$ cat src/rtl/horizontal_pkg.sv
// Shared definitions for the horizontal R16 stage: bank select codes, frame
// phase boundaries and the phase decode used by both the writer and the reader.
package horizontal_pkg;

  localparam logic [1:0] SEL_NONE = 2'd0;
  localparam logic [1:0] SEL_LO   = 2'd1;
  localparam logic [1:0] SEL_HI   = 2'd2;

  localparam logic [3:0] PH_A_END   = 4'd3;
  localparam logic [3:0] PH_B_MID   = 4'd7;
  localparam logic [3:0] PH_B_END   = 4'd11;
  localparam logic [3:0] FRAME_LAST = 4'd15;

  // Four quarter-frames: even banks high half, odd low, odd high, even low.
  typedef enum logic [1:0] {
    PH_EVEN_HI = 2'd0,
    PH_ODD_LO  = 2'd1,
    PH_ODD_HI  = 2'd2,
    PH_EVEN_LO = 2'd3
  } phase_e;

  typedef struct packed {
    logic       en;
    logic [3:0] cnt;
  } slot_t;

  function automatic phase_e phase_of(input logic [3:0] cnt);
    phase_e ph;
    if (cnt <= PH_A_END) begin
      ph = PH_EVEN_HI;
    end else if (cnt <= PH_B_MID) begin
      ph = PH_ODD_LO;
    end else if (cnt <= PH_B_END) begin
      ph = PH_ODD_HI;
    end else begin
      ph = PH_EVEN_LO;
    end
    return ph;
  endfunction

endpackage

$ cat src/rtl/horizontal_dly_line.sv
// Generic WIDTH x DEPTH shift register; every stage clears on reset so no
// stale slot can emerge after a reset.
module horizontal_dly_line #(
  parameter int WIDTH = 5,
  parameter int DEPTH = 1
) (
  input  logic             clk,
  input  logic             rst_n,
  input  logic [WIDTH-1:0] din,
  output logic [WIDTH-1:0] dout
);

  logic [WIDTH-1:0] stage_r [DEPTH];

  // shift din through DEPTH stages
  always_ff @(posedge clk or negedge rst_n) begin
    if (!rst_n) begin
      for (int i = 0; i < DEPTH; i++) begin
        stage_r[i] <= '0;
      end
    end else begin
      stage_r[0] <= din;
      for (int i = 1; i < DEPTH; i++) begin
        stage_r[i] <= stage_r[i-1];
      end
    end
  end

  assign dout = stage_r[DEPTH-1];

endmodule

$ cat src/rtl/horizontal_in_process.sv
// Horizontal input stage: issues ROM bank selects on the 16-slot schedule and
// steers returned words to four multiplier lanes. Optional: HORIZONTAL_IN_ABORT_EN.
module horizontal_in_process
  import horizontal_pkg::*;
#(
  parameter int P_WIDTH = 64,
  parameter int RD_LAT  = 1,
  parameter int CNT_W   = 4
) (
  input  logic               clk,
  input  logic               rst_n,
  input  logic               horizontal_en_in,
  input  logic [P_WIDTH-1:0] ROM0_q,
  input  logic [P_WIDTH-1:0] ROM1_q,
  input  logic [P_WIDTH-1:0] ROM2_q,
  input  logic [P_WIDTH-1:0] ROM3_q,
  input  logic [P_WIDTH-1:0] ROM4_q,
  input  logic [P_WIDTH-1:0] ROM5_q,
  input  logic [P_WIDTH-1:0] ROM6_q,
  input  logic [P_WIDTH-1:0] ROM7_q,
  output logic               ROM0_r,
  output logic [1:0]         ROM1_r,
  output logic [1:0]         ROM2_r,
  output logic [1:0]         ROM3_r,
  output logic [1:0]         ROM4_r,
  output logic [1:0]         ROM5_r,
  output logic [1:0]         ROM6_r,
  output logic [1:0]         ROM7_r,
  output logic [P_WIDTH-1:0] horizontal_mul0_out,
  output logic [P_WIDTH-1:0] horizontal_mul1_out,
  output logic [P_WIDTH-1:0] horizontal_mul2_out,
  output logic [P_WIDTH-1:0] horizontal_mul3_out,
  output logic               horizontal_valid_out
`ifdef HORIZONTAL_IN_ABORT_EN
  ,
  output logic               horizontal_abort_out
`endif
);

  logic [CNT_W-1:0]   cnt_r;
  logic               run_s;
  logic               rom0_s;
  logic [1:0]         sel_s [1:7];
  slot_t              slot_in_s;
  slot_t              slot_d_s;
  logic [P_WIDTH-1:0] lane0_s;
  logic [P_WIDTH-1:0] lane1_s;
  logic [P_WIDTH-1:0] lane2_s;
  logic [P_WIDTH-1:0] lane3_s;

  // Selects are combinational; holding them off during reset keeps the banks quiet.
  assign run_s = horizontal_en_in & rst_n;

  // slot counter, restarts at 0 whenever enable drops
  always_ff @(posedge clk or negedge rst_n) begin
    if (!rst_n) begin
      cnt_r <= '0;
    end else if (horizontal_en_in) begin
      cnt_r <= (cnt_r == FRAME_LAST) ? '0 : cnt_r + 1'b1;
    end else begin
      cnt_r <= '0;
    end
  end

  // bank select decode from the current slot
  always_comb begin
    rom0_s = 1'b0;
    for (int b = 1; b < 8; b++) begin
      sel_s[b] = SEL_NONE;
    end
    if (run_s) begin
      case (phase_of(cnt_r))
        PH_EVEN_HI: begin
          rom0_s   = 1'b1;
          sel_s[2] = SEL_HI;
          sel_s[4] = SEL_HI;
          sel_s[6] = SEL_HI;
        end
        PH_ODD_LO: begin
          sel_s[1] = SEL_LO;
          sel_s[3] = SEL_LO;
          sel_s[5] = SEL_LO;
          sel_s[7] = SEL_LO;
        end
        PH_ODD_HI: begin
          sel_s[1] = SEL_HI;
          sel_s[3] = SEL_HI;
          sel_s[5] = SEL_HI;
          sel_s[7] = SEL_HI;
        end
        PH_EVEN_LO: begin
          sel_s[2] = SEL_LO;
          sel_s[4] = SEL_LO;
          sel_s[6] = SEL_LO;
        end
        default: begin
          rom0_s = 1'b0;
        end
      endcase
    end else begin
      rom0_s = 1'b0;
    end
  end

  assign ROM0_r = rom0_s;
  assign ROM1_r = sel_s[1];
  assign ROM2_r = sel_s[2];
  assign ROM3_r = sel_s[3];
  assign ROM4_r = sel_s[4];
  assign ROM5_r = sel_s[5];
  assign ROM6_r = sel_s[6];
  assign ROM7_r = sel_s[7];

  assign slot_in_s.en  = horizontal_en_in;
  assign slot_in_s.cnt = cnt_r;

  horizontal_dly_line #(
    .WIDTH ($bits(slot_t)),
    .DEPTH (RD_LAT)
  ) u_dly (
    .clk   (clk),
    .rst_n (rst_n),
    .din   (slot_in_s),
    .dout  (slot_d_s)
  );

  // lane steering for the slot whose bank data is arriving now
  always_comb begin
    lane0_s = '0;
    lane1_s = '0;
    lane2_s = '0;
    lane3_s = '0;
    if (slot_d_s.en) begin
      case (phase_of(slot_d_s.cnt))
        PH_EVEN_HI: begin
          lane0_s = ROM0_q;
          lane1_s = ROM2_q;
          lane2_s = ROM4_q;
          lane3_s = ROM6_q;
        end
        PH_ODD_LO, PH_ODD_HI: begin
          lane0_s = ROM1_q;
          lane1_s = ROM3_q;
          lane2_s = ROM5_q;
          lane3_s = ROM7_q;
        end
        PH_EVEN_LO: begin
          // lane 3 has no stored source in the last quarter
          lane0_s = ROM2_q;
          lane1_s = ROM4_q;
          lane2_s = ROM6_q;
          lane3_s = '0;
        end
        default: begin
          lane0_s = '0;
        end
      endcase
    end else begin
      lane0_s = '0;
    end
  end

  // registered lane outputs and valid strobe
  always_ff @(posedge clk or negedge rst_n) begin
    if (!rst_n) begin
      horizontal_mul0_out  <= '0;
      horizontal_mul1_out  <= '0;
      horizontal_mul2_out  <= '0;
      horizontal_mul3_out  <= '0;
      horizontal_valid_out <= 1'b0;
    end else begin
      horizontal_mul0_out  <= lane0_s;
      horizontal_mul1_out  <= lane1_s;
      horizontal_mul2_out  <= lane2_s;
      horizontal_mul3_out  <= lane3_s;
      horizontal_valid_out <= slot_d_s.en;
    end
  end

`ifdef HORIZONTAL_IN_ABORT_EN
  // flag a frame cut short: enable seen low while mid-frame
  always_ff @(posedge clk or negedge rst_n) begin
    if (!rst_n) begin
      horizontal_abort_out <= 1'b0;
    end else begin
      horizontal_abort_out <= !horizontal_en_in && (cnt_r != '0);
    end
  end
`endif

endmodule

$ cat config.mk
export PLATFORM = sky130hd
export DESIGN_NAME = horizontal_in_process
export DESIGN_NICKNAME = d
export VERILOG_FILES = /design/src/rtl/horizontal_pkg.sv /design/src/rtl/horizontal_dly_line.sv /design/src/rtl/horizontal_in_process.sv
export SDC_FILE = /design/constraint.sdc
export NUM_CORES = 1
export LEC_CHECK = 0
export CORE_AREA = 8 8 296 298
export DETAILED_ROUTE_END_ITERATION = 7
export DIE_AREA = 0 0 304 306
export SETUP_SLACK_MARGIN = 0.4
export SYNTH_ARGS = -nofsm -noshare
export SYNTH_HDL_FRONTEND = slang
export SYNTH_SLANG_ARGS = --single-unit
export TNS_END_PERCENT = 100
$ cat constraint.sdc
create_clock -name clk -period 1.59 [get_ports clk]
set_clock_uncertainty 0.1 [all_clocks]
set_input_delay 0.159 -clock clk [delete_from_list [all_inputs] [get_ports clk]]
set_output_delay 0.159 -clock clk [all_outputs]
set_load 0.02 [all_outputs]
* Word level (Yosys, flattened, before mapping)
Index checks and enable logic that the tools add are counted.
** Word-level totals
- Bits in registers :: 266
- Input bits :: 515
** Cells by class
- Reductions and logical operators :: 3
- Order comparisons :: 6
- Multiplexer cells :: 23
- Bitwise operators :: 1
- $add $sub $neg :: 1
- Equal/unequal tests :: 7
** Operators with widths (number)
- $pmux W64 S3 :: 4
- $mux W64 :: 4
- $mux W14 :: 1
- $mux W2 :: 6
- $eq A2 B2 Y1 const B :: 4
- $le A4 B2 Y1 const B :: 2
- $le A4 B3 Y1 const B :: 2
- $le A4 B4 Y1 const B :: 2
- $mux W4 :: 2
- $pmux W2 S2 :: 2
- $add A4 B1 Y4 const B :: 1
- $eq A2 B1 Y1 const B :: 2
- $eq A4 B4 Y1 const B :: 1
- $logic_not A2 Y1 :: 2
- $mux W1 :: 4
- $reduce_or A2 Y1 :: 1
- $and A1 B1 Y1 :: 1

* Longest topological paths before layout
- Word-level depth :: 9
- Depth in mapped cells :: 8

* Hierarchy
A second synthesis with hierarchy kept.
** Unflattened totals
- Cells, all modules :: 1198
- Area, all modules :: 13280.2 um^2
** Modules (own cells, without submodules)
- horizontal_in_process :: seq. area each 6531.3 um^2, cells each 1193, area each 13155.1 um^2, times used 1
- horizontal_dly_line :: seq. area each 125.1 um^2, cells each 5, area each 125.1 um^2, times used 1

* Worst setup path before layout
OpenSTA, ideal clock, no wires.
- Kind :: register to output
- Start point :: register cnt_r[2]
- End point :: output ROM3_r[1]
- Required time :: 1331 ps
- Stages on the path, launching flop included :: 3
- Slack :: -82 ps
- Data arrival time :: 1413 ps
- Cell sequence :: dfrtp_1 -> nor3b_1 -> buf_4
** Between the ends
- Word-level cells in the longest chain between the ends :: 8
- Elaborated cells between the ends (all ways) :: 11
- Those cells by class :: order compare (3); eq/ne (2); mux (6)
** Ends and longest elaborated chain
- start, declared :: line horizontal_in_process.sv:40 : logic [CNT_W-1:0] cnt_r;
- start signal, assigned :: line horizontal_in_process.sv:59 : cnt_r <= (cnt_r == FRAME_LAST) ? '0 : cnt_r + 1'b1;
- $le A4 B4 Y1 :: line horizontal_pkg.sv:33 : end else if (cnt <= PH_B_END) begin
- $mux W1 :: line horizontal_pkg.sv:33
- $mux W2 :: line horizontal_pkg.sv:31 : end else if (cnt <= PH_B_MID) begin
- $mux W2 (*) :: line horizontal_pkg.sv:29 : if (cnt <= PH_A_END) begin
- $mux W2 (*) :: line horizontal_in_process.sv:71 : if (run_s) begin
- $eq A2 B2 Y1 / $eq A2 B1 Y1 (equally long branches) :: line horizontal_in_process.sv:72 : case (phase_of(cnt_r))
- $pmux W2 S2 (*) :: line horizontal_in_process.sv:72
- $mux W14 (*) :: line horizontal_in_process.sv:71
- end, declared :: line horizontal_in_process.sv:24 : output logic [1:0] ROM3_r,
Every way passes the cells marked *; elsewhere a longest branch is shown, timed or not. The select of a mux whose other input is x is not followed.

* Worst setup path after layout
- Start point :: register u_dly.stage_r, in the netlist u_dly.dout[2]
- End point :: register horizontal_mul1_out[51]
** Between the ends
- Word-level cells in the longest chain between the ends :: 9
- Elaborated cells between the ends (all ways) :: 14
- Those cells by class :: order compare (3); eq/ne (3); mux (6); reduce/logical (2)
** Ends and longest elaborated chain
- start, declared :: line horizontal_dly_line.sv:13 : logic [WIDTH-1:0] stage_r [DEPTH];
- start signal, assigned by index :: line horizontal_dly_line.sv:24 : stage_r[i] <= stage_r[i-1];
- $le A4 B4 Y1 :: line horizontal_pkg.sv:33
- $mux W1 :: line horizontal_pkg.sv:33
- $mux W2 :: line horizontal_pkg.sv:31
- $mux W2 (*) :: line horizontal_pkg.sv:29
- $mux W2 (*) :: line horizontal_in_process.sv:133 : if (slot_d_s.en) begin
- $eq A2 B1 Y1 / $eq A2 B2 Y1 (equally long branches) :: line horizontal_in_process.sv:134 : case (phase_of(slot_d_s.cnt))
- $reduce_or A2 Y1 :: line horizontal_in_process.sv:134
- $pmux W64 S3 (*) :: line horizontal_in_process.sv:134
- $mux W64 (*) :: line horizontal_in_process.sv:133
- net lane1_s[51] :: line horizontal_in_process.sv:47 : logic [P_WIDTH-1:0] lane1_s;
- end signal, assigned :: line horizontal_in_process.sv:173 : horizontal_mul1_out <= lane1_s;
- end, declared :: line horizontal_in_process.sv:30 : output logic [P_WIDTH-1:0] horizontal_mul1_out,
Mark *: on every way through the listed nets, which the timed path passes. The rest lies on a longest branch. The select of a mux whose other input is x is not followed.

==> results_dict.tcl <==
set metrics [dict create \
    outcome "complete, but fails checks" \
    violations "setup timing" \
    timing.final.crit_share_pct 120.3 \
    yosys.area.top_type "dfrtp_1" \
    yosysUniqueCellTypes 23 \
    drt_iter0_drc 765 \
    first_global_vias 14843 \
    cts-htree-levels 2 \
    tightest_slew_ns 0.6331 \
    crit_fanout 45 \
    final-hold-violation-count 0 \
    grt_pass1_wl_um 115300 \
    clk_latency_ns 0.54 \
    clkSinkCount 264 \
    start_util_pct 15.65 \
    drive_above_1_share_pct 30.26 \
    start_kind "register" \
    synth_top_area_share_pct 50.92 \
    hold_path.class "in -> async" \
    irDropWorstVdd_mv 0.5103 \
    slew_violations 0 \
    cts.clk_slew.worst_paths_ns 0.06 \
    drt_wl_total_um 86380 \
    drt-vias-per-instance 4.370 \
    crit_type "reg -> reg" \
    die_height_um 306 \
    synthArstFlopShare_pct 100.0 \
    antenna_found_initial 11 \
    numCtsBuffers 37 \
    clockBufferDepth 3 \
    ys_ff_latch 264 \
    grt_max_degree 89 \
    relSlewSlack_pct 57.80 \
    postSynthAreaPerCell_um2 10.85 \
    filler_cell_count 8484 \
    dr.pass1.iters 5 \
    max_cap_viol_count 0 \
    crit_arrival_ns 2.24 \
    std_cell_rows 106 \
    place_hpwl_um 64410 \
    fp.dieW_um 304 \
    synth_edf_count 0 \
    cts_tree "built" \
    coreArea_mm2 0.08289 \
    grtUsageTotal_pct 17.04 \
    ant_nets 0 \
    grt_setup_unrepaired "yes" \
    netlist_instances 1196 \
    dieArea_mm2 0.09302 \
    gp_congestion 0.8934 \
    endpoint_kind "register" \
    ios 787 \
    fin_crit_ns 1.913 \
    power-per-cell-area_mw_per_mm2 847.0 \
    synth_area_mm2 0.01297 \
    fmaxAchievable_mhz 522.8 \
    drc_errors 0 \
    yosys_warnings 0 \
    syn_nets 1714 \
    grt.overflow.total 0 \
    area.sequential_mm2 0.006614 \
    vias 14079 \
    post-route-util_pct 32.02 \
    area_delta_synth_final_pct 104.6 \
    synth_common_cells "dfrtp_1, and3_1, a221o_1, nand2b_1, buf_2" \
    io_buffers 786 \
    static-leakage-power_nw 12.15 \
    synth_most_common_cell "dfrtp_1" \
    stdcell_area_mm2 0.02654 \
    synth-main-ff-cell "dfrtp_1" \
    multi_input_area_mm2 0.006018 \
    cp_data_required_time_ns 1.92 \
    placed_cell_area_mm2 0.02301 \
    holdWs_ns 0.07978 \
    yosysSeqAreaShare_pct 50.92 \
    ctsRootBufferMaster "clkbuf_16" \
    synth_area_leaders "dfrtp_1, a221o_1, and3_1" \
    setup_viol 262 \
    fin_ws_ns -0.3230 \
    fin_nets 2625 \
    wire_per_inst_um 26.81 \
]
## state kept, by name, summed over array words and instances (netlist names)
register              count
cnt_r                     4
horizontal_mul0_out      64
horizontal_mul1_out      64
horizontal_mul2_out      64
horizontal_mul3_out      64
horizontal_valid_out      1
u_dly.dout                3
## cells in the final DEF (no fill, tap or decap), drive strengths merged
cell	synthesis	routed
dfrtp	264	264
a221o	192	192
nor3	1	1
a21oi	1	1
clkinv	0	4
o221a	1	1
diode	0	7
nand2b	192	192
a311oi	1	1
bufinv	0	2
clkinvlp	0	1
and3	193	193
nor2	2	2
dlygate4sd3	0	1
clkdlybuf4s50	0	513
a21boi	64	64
nand3b	64	64
and2	1	1
ha	3	3
clkbuf	57	75
buf	88	485
nand2	66	66
nor3b	2	2
xnor2	1	1
inv	3	6
## power breakdown
group	total [W]	internal, W	switching, W
Combinational	0.00657	0.00364	0.00293
Clock	0.00841	0.00502	0.00339
Sequential	0.00750	0.00723	0.000269
## area by class of cell
type,count,share of cell area [%]
Antenna cell,7,0.06601
Inverter,3,0.04243
Sequential cell,264,24.92
Timing Repair Buffer,1017,42.68
Clock buffer,57,4.074
Multi-Input combinational cell,784,22.68
Tap cell,1080,5.092
Clock inverter,10,0.4432
## routing by layer
layer | track usage (%) | wire length, µm | vias to the layer above
met4 | 5.698 | 3146 | 2
li1 | - | - | 6269
met3 | 5.852 | 7333 | 125
met2 | 30.03 | 43070 | 693
met1 | 19.19 | 32820 | 6990
met5 | 0 | 13 | -
## metrics by stage
step                      TNS, ns  setup WS [ns]  total power [W]  std cells
after CTS                  -54.42        -0.3031          0.02243       3179
after detailed placement   -48.99        -0.4735          0.01317       3085
final                      -50.15        -0.3230          0.02248       3222
after floorplan                 0        0.01521         0.009588       1196
after global placement     -47.03        -0.4712          0.01316       3085
after global routing       -67.44        -0.3495          0.02342       3216
## worst max-delay path, stage by stage, from the launching register on
cell and delay (ns):
dfrtp_1 0.39, buf_4 0.14, ha_4 0.18, buf_12 0.18, buf_4 0.21, a221o_1 0.35, and3_1 0.18
## final timing paths
check / slack [ns] / startpoint / to / cells past startpoint
max: -0.32 / u_dly.dout[2]$_DFF_PN0_ / horizontal_mul1_out[51]$_DFF_PN0_ / 6
min: 0.08 / rst_n / horizontal_mul2_out[61]$_DFF_PN0_ / 3
max reg2reg: -0.32 / u_dly.dout[2]$_DFF_PN0_ / horizontal_mul1_out[51]$_DFF_PN0_ / 6
min reg2reg: 0.38 / cnt_r[0]$_DFF_PN0_ / cnt_r[0]$_DFF_PN0_ / 1
max in group asynchronous: 0.45 / rst_n / horizontal_mul3_out[32]$_DFF_PN0_ / 4
min in group clk: 0.08 / ROM7_q[62] / horizontal_mul3_out[62]$_DFF_PN0_ / 3
## kinds of logic after synthesis
group	count (synthesis)	share of synthesized area, %
AND/OR/NAND/NOR	521	24.44
flip-flops	264	50.92
AO/OA/AOI/OAI	259	18.71
buffers and inverters	148	5.574
adder cells (fa/ha/maj)	3	0.2894
XOR/XNOR	1	0.06752
## timing repair
item	4_1_cts	5_1_grt
buffers inserted	15	17
setup endpoints to repair	529	542
gates resized for setup	1615	159
gates cloned	11	19
pin swaps	50	106
endpoints found under the hold margin	264	0
hold buffers	1	0
(Power assumes the default switching activity.)
